File: src/rtl/vram_arbiter.sv
// Single-port VRAM arbiter: VGA fetch > posted-write drain > CPU direct access.
// Define VRAM_WBUF_EN to post CPU writes through a WBUF_DEPTH-entry FIFO.
module vram_arbiter #(
   parameter int AW           = 19,
   parameter int DW           = 12,
   parameter int WBUF_DEPTH   = 4,
   parameter int STARVE_LIMIT = 255
) (
   input  logic          clk,
   input  logic          rst,
   input  logic          vga_req,
   input  logic [AW-1:0] vga_addr,
   output logic          vga_valid,
   output logic [DW-1:0] vga_data,
   input  logic          cpu_req,
   input  logic          cpu_we,
   input  logic [AW-1:0] cpu_addr,
   input  logic [DW-1:0] cpu_wdata,
   output logic          cpu_ack,
   output logic [DW-1:0] cpu_rdata,
   output logic          cpu_starve,
   output logic          vram_en,
   output logic          vram_we,
   output logic [AW-1:0] vram_addr,
   output logic [DW-1:0] vram_din,
   input  logic [DW-1:0] vram_dout
);

   typedef enum logic [1:0] {IDLE, RD_WAIT, ACK} state_t;

   state_t        state, state_nx;
   logic [7:0]    wait_cnt;
   logic          cpu_go;
   logic          wb_push, wb_pop, wb_empty, wb_full;
   logic [AW-1:0] wb_addr;
   logic [DW-1:0] wb_data;

`ifdef VRAM_WBUF_EN
   localparam bit WBUF = 1'b1;
   // Depth must be a power of 2 and at least 2 so the pointers wrap cleanly.
   localparam int PW   = $clog2(WBUF_DEPTH);

   logic [AW+DW-1:0] wb_mem [WBUF_DEPTH];
   logic [PW-1:0]    wr_ptr, rd_ptr;
   logic [PW:0]      wb_cnt;

   assign wb_empty           = (wb_cnt == '0);
   assign wb_full            = (wb_cnt == (PW+1)'(WBUF_DEPTH));
   assign {wb_addr, wb_data} = wb_mem[rd_ptr];

   always_ff @(posedge clk or negedge rst) begin
      if (!rst) begin
         wr_ptr <= '0;
         rd_ptr <= '0;
         wb_cnt <= '0;
      end else begin
         if (wb_push) wr_ptr <= wr_ptr + PW'(1);
         if (wb_pop)  rd_ptr <= rd_ptr + PW'(1);
         case ({wb_push, wb_pop})
            2'b10:   wb_cnt <= wb_cnt + (PW+1)'(1);
            2'b01:   wb_cnt <= wb_cnt - (PW+1)'(1);
            default: wb_cnt <= wb_cnt;
         endcase
      end
   end

   // Storage needs no reset: only entries counted in wb_cnt are ever read.
   always_ff @(posedge clk) begin
      if (wb_push) wb_mem[wr_ptr] <= {cpu_addr, cpu_wdata};
   end
`else
   localparam bit WBUF = 1'b0;

   assign wb_empty = 1'b1;
   assign wb_full  = 1'b0;
   assign wb_addr  = '0;
   assign wb_data  = '0;

   logic unused_wb;
   assign unused_wb = wb_push | wb_pop;
`endif

   // Port grant is combinational; everything is held off while reset is low.
   always_comb begin
      vram_en   = 1'b0;
      vram_we   = 1'b0;
      vram_addr = '0;
      vram_din  = '0;
      wb_push   = 1'b0;
      wb_pop    = 1'b0;
      cpu_go    = 1'b0;
      state_nx  = state;
      if (rst) begin
         if (vga_req) begin
            vram_en   = 1'b1;
            vram_addr = vga_addr;
         end else if (!wb_empty) begin
            vram_en   = 1'b1;
            vram_we   = 1'b1;
            vram_addr = wb_addr;
            vram_din  = wb_data;
            wb_pop    = 1'b1;
         end else if (state == IDLE && cpu_req && !(WBUF && cpu_we)) begin
            vram_en   = 1'b1;
            vram_we   = cpu_we;
            vram_addr = cpu_addr;
            vram_din  = cpu_wdata;
            cpu_go    = 1'b1;
         end
         // Posted writes bypass the port entirely, so VGA traffic cannot block them.
         if (state == IDLE && cpu_req && WBUF && cpu_we && !wb_full) begin
            wb_push = 1'b1;
            cpu_go  = 1'b1;
         end
      end
      case (state)
         IDLE:    if (cpu_go) state_nx = cpu_we ? ACK : RD_WAIT;
         RD_WAIT: state_nx = ACK;
         ACK:     state_nx = IDLE;
         default: state_nx = IDLE;
      endcase
   end

   always_ff @(posedge clk or negedge rst) begin
      if (!rst) begin
         state     <= IDLE;
         wait_cnt  <= '0;
         cpu_rdata <= '0;
         vga_valid <= 1'b0;
      end else begin
         state     <= state_nx;
         vga_valid <= vga_req;
         if (state == RD_WAIT) cpu_rdata <= vram_dout;
         if (state == ACK)
            wait_cnt <= '0;
         else if (state == IDLE && cpu_req && !cpu_go && wait_cnt != 8'hFF)
            wait_cnt <= wait_cnt + 8'd1;
      end
   end

   assign cpu_ack    = (state == ACK);
   assign vga_data   = vga_valid ? vram_dout : '0;
   assign cpu_starve = (int'(wait_cnt) >= STARVE_LIMIT);

endmodule
File: config.mk
export PLATFORM = sky130hd
export DESIGN_NAME = vram_arbiter
export DESIGN_NICKNAME = d
export VERILOG_FILES = /design/src/rtl/vram_arbiter.sv
export SDC_FILE = /design/constraint.sdc
export NUM_CORES = 1
export LEC_CHECK = 0
export ABC_AREA = 1
export CORE_MARGIN = 10
export CORE_UTILIZATION = 62
export CTS_BUF_LIST = sky130_fd_sc_hd__clkbuf_4 sky130_fd_sc_hd__clkbuf_8 sky130_fd_sc_hd__clkbuf_16
export DETAILED_ROUTE_END_ITERATION = 6
export DONT_BUFFER_PORTS = 1
export GPL_TIMING_DRIVEN = 0
export MAX_ROUTING_LAYER = met4
export PLACE_DENSITY = 0.86
export SETUP_SLACK_MARGIN = 0.15
export SYNTH_ARGS = -nofsm -noshare
export SYNTH_HDL_FRONTEND = slang
export SYNTH_SLANG_ARGS = --single-unit
export TNS_END_PERCENT = 20
File: constraint.sdc
create_clock -name clk -period 1.63 [get_ports clk]
set_clock_uncertainty 0.2 [all_clocks]
set_input_delay 0.0815 -clock clk [delete_from_list [all_inputs] [get_ports clk]]
set_output_delay 0.0815 -clock clk [all_outputs]
set_load 0.01 [all_outputs]
==> impl_metrics.csv <==
group,metric,value,unit
setup_path,start_kind,"flop",
global_route,grt_use_total,0.212,
routing,drc_errors,0,
logic_synthesis,yosys.cell_count.top_type,"nand3_1",
power,pwr-share-clk,0.164,
power,power_switching_share,0.385,
routing,highest_layer,"met4",
setup_path,worstPathRequired,1.35,ns
timing,finalSetupTns,-5.26,ns
placement,place_inst,256,
clock_tree,clkSinkCount,23,
timing,tightest_slew,1.02,ns
power,leakagePower,1.09,nW
clock_tree,ctsHoldBuffers,17,
logic_synthesis,synthFlopType,"dfrtp_1",
logic_synthesis,async_flop_share,1.00,
cells_and_area,syn2layout_area_growth,39.9,%
routing,firstDrtPassIters,4,
clock_tree,path_clk_slew,0.13,ns
placement,placed_cell_area,1600,um^2
cells_and_area,post_route_cells_drive_above_1_share,0.376,
power,combPwrFrac,0.316,
floorplan,die_area,4930,um^2
logic_synthesis,synth_area_leaders,"dfrtp_1 (37%), nand3_1 (17%), nand2_1 (12%)",
logic_synthesis,synthTopCellsByCount,"nand3_1 (53), nand2_1 (49), inv_1 (37), dfrtp_1 (23), nor2_1 (23)",
logic_synthesis,syn-cell-area,1560,um^2
clock_tree,cts_root_buf,"clkbuf_4",
logic_synthesis,syn-num-nets,294,
timing,slew_headroom,0.317,
timing,rsz0062_at_grt,"true",
flow_run,cap_violations,0,
placement,dp_hpwl,3.80,mm
routing,drt-total-wl,6.14,mm
clock_tree,cts.htree.levels,1,
power,internal_power,1.04,mW
floorplan,die_w,70.2,um
clock_tree,cts_tree,"yes",
routing,vias_per_cell,6.03,
setup_path,cp_cell_sequence,"nor2_2 > nand2_2 > nor2_4 > buf_6 > buf_6 > nand3_1 > nand2_2",
placement,dpl_worst_slack,0.0576,ns
logic_synthesis,yosys.area.top_type,"dfrtp_1",
routing,dr_wl_met2,3.35,mm
power,power,1.69,mW
floorplan,core_area,2430,um^2
placement,io_buffers,0,
placement,place.gp.congestion,0.781,
setup_path,crit_path_max_incr_delay,0.41,ns
routing,avgRoutedWirePerCell,21.5,um
clock_tree,cts_buffers,3,
timing,slew_viol_final,0,
logic_synthesis,ys_types,20,
timing,fin_crit,1.83,ns
logic_synthesis,syn_area_per_cell,6.91,um^2
routing,ant_nets,0,
cells_and_area,insertedDiodeCount,0,
power,peakVddDrop,722,uV
routing,vias,1718,
setup_path,critPathMaxFanout,5,
global_route,grt_pass1_wl,8.46,mm
floorplan,io_pins,127,
clock_tree,clockBufferDepth,2,
global_route,grt_pass1_vias,1752,
cells_and_area,fin_cells,285,
routing,wl_met1,2.05,mm
setup_path,crit_arrival,1.55,ns
logic_synthesis,yosysWarnings,0,
timing,max_freq,547,MHz
logic_synthesis,netlist_instances,226,
global_route,grt_max_degree,24,
cells_and_area,final_area,2190,um^2
logic_synthesis,synth-seq-cells,23,
timing,whs,-0.0149,ns
setup_path,setup.worst_path.class,"reg -> out",
cells_and_area,final_core_util,0.899,
routing,wl_met3,580,um
global_route,antenna_found_initial,0,
logic_synthesis,ys_seq_area_frac,0.368,
floorplan,initial_utilization,0.642,
hold_path,hold_path.class,"in -> reg",
outcome,status,"complete, but fails checks",
floorplan,rows,18,
setup_path,cp_slowest_cell,"dfrtp_1",
clock_tree,clock_latency,0.33,ns
timing,finalWorstSetupSlack,-0.197,ns
timing,setup_viol,41,
cells_and_area,nNetsFinal,324,
routing,drt_iter0_drc,125,
logic_synthesis,synth_edf_count,0,
outcome,violations,"hold timing, setup timing",
power,power_frac_seq,0.521,
cells_and_area,n_fill_cell,107,
logic_synthesis,netlist.area_leader.share,0.368,
global_route,grt_overflow_total,0,
timing,post-route-period-util,1.12,
cells_and_area,multi_input_area,1040,um^2
timing,hold_violations,1,
setup_path,setup.worst_path.end_class,"output port",
power,p_sw,0.649,mW
cells_and_area,ff_latch_area,579,um^2
power,powerDensity,772,nW/um^2
floorplan,die_y,70.2,um
==> flip-flops by register name, indices dropped and copies added (netlist names) <==
| name | cells |
|---|---|
| cpu_rdata | 12 |
| state | 2 |
| vga_valid | 1 |
| wait_cnt | 8 |
==> layout by cell type, fill, tap and decap left out, types with 2 or more instances in the layout <==
cell and instances:
buf_12 2, buf_2 3, buf_4 5, buf_6 6, clkbuf_1 4, clkbuf_4 3, dfrtp_1 20, dfrtp_2 3
dlygate4sd3_1 17, inv_1 34, inv_2 3, mux2_2 10, mux2_4 2, nand2_1 26, nand2_2 24, nand2_4 2
nand3_1 40, nand3_2 13, nor2_1 9, nor2_4 14, o21ai_1 4
==> cell families (layout without fill, tap and decap cells) <==
group,count (synthesis),after routing,synth area share
xor+xnor,1,1,0.00561
buf+inv,50,79,0.134
mux,12,12,0.0865
flops,23,23,0.368
compound gates,8,8,0.0272
fa+ha+maj,1,1,0.00801
simple gates,131,131,0.371
==> final timing paths <==
check / start / endpoint / slack [ns] / cells after the start
max: state[0]$_DFFE_PN0P_ / vram_addr[14] / -0.20 / 7
min: cpu_req / state[0]$_DFFE_PN0P_ / -0.01 / 5
max reg2reg: state[0]$_DFFE_PN0P_ / wait_cnt[1]$_DFFE_PN0P_ / -0.05 / 9
min reg2reg: wait_cnt[6]$_DFFE_PN0P_ / wait_cnt[6]$_DFFE_PN0P_ / 0.38 / 2
max in group asynchronous: rst / vga_valid$_DFF_PN0_ / 0.38 / 1
min in group asynchronous: rst / wait_cnt[4]$_DFFE_PN0P_ / 0.16 / 1
==> critical path, delay by kind of cell, from the launching register on <==
family                 cells  cell delay, ns
AND/OR/NAND/NOR            5            0.54
flip-flops                 1            0.41
buffers and inverters      2            0.25
==> power by group through the flow <==
stage,logic (mW),registers [mW],clock network (mW)
after floorplan,0.302,0.825,0
after global placement,0.342,0.857,0
after detailed placement,0.355,0.866,0
after CTS,0.463,0.854,0.278
after global routing,0.582,0.893,0.298
final,0.532,0.878,0.276
==> what timing repair did <==
item                       4_1_cts  5_1_grt
hold endpoints to repair        39        1
resized for setup               64       33
cloned                           1        0
setup buffers                    6        1
pin swaps                        8       16
setup endpoints to repair       61       64
==> area by class of cell <==
cell class	instances	area share
timing repair buffer	25	0.112
clock buffer	3	0.0103
clock inverter	1	0.00229
tap	30	0.0172
sequential	23	0.265
inverter	37	0.0635
buffer	13	0.0527
multi-input combinational	153	0.477
==> metal layers <==
metal	track usage	vias to the layer above
met5	-	-
met4	0.0768	0
met3	0.0523	15
met2	0.388	116
met1	0.212	820
li1	-	767
No activity file was read; power rests on OpenSTA's default activity.
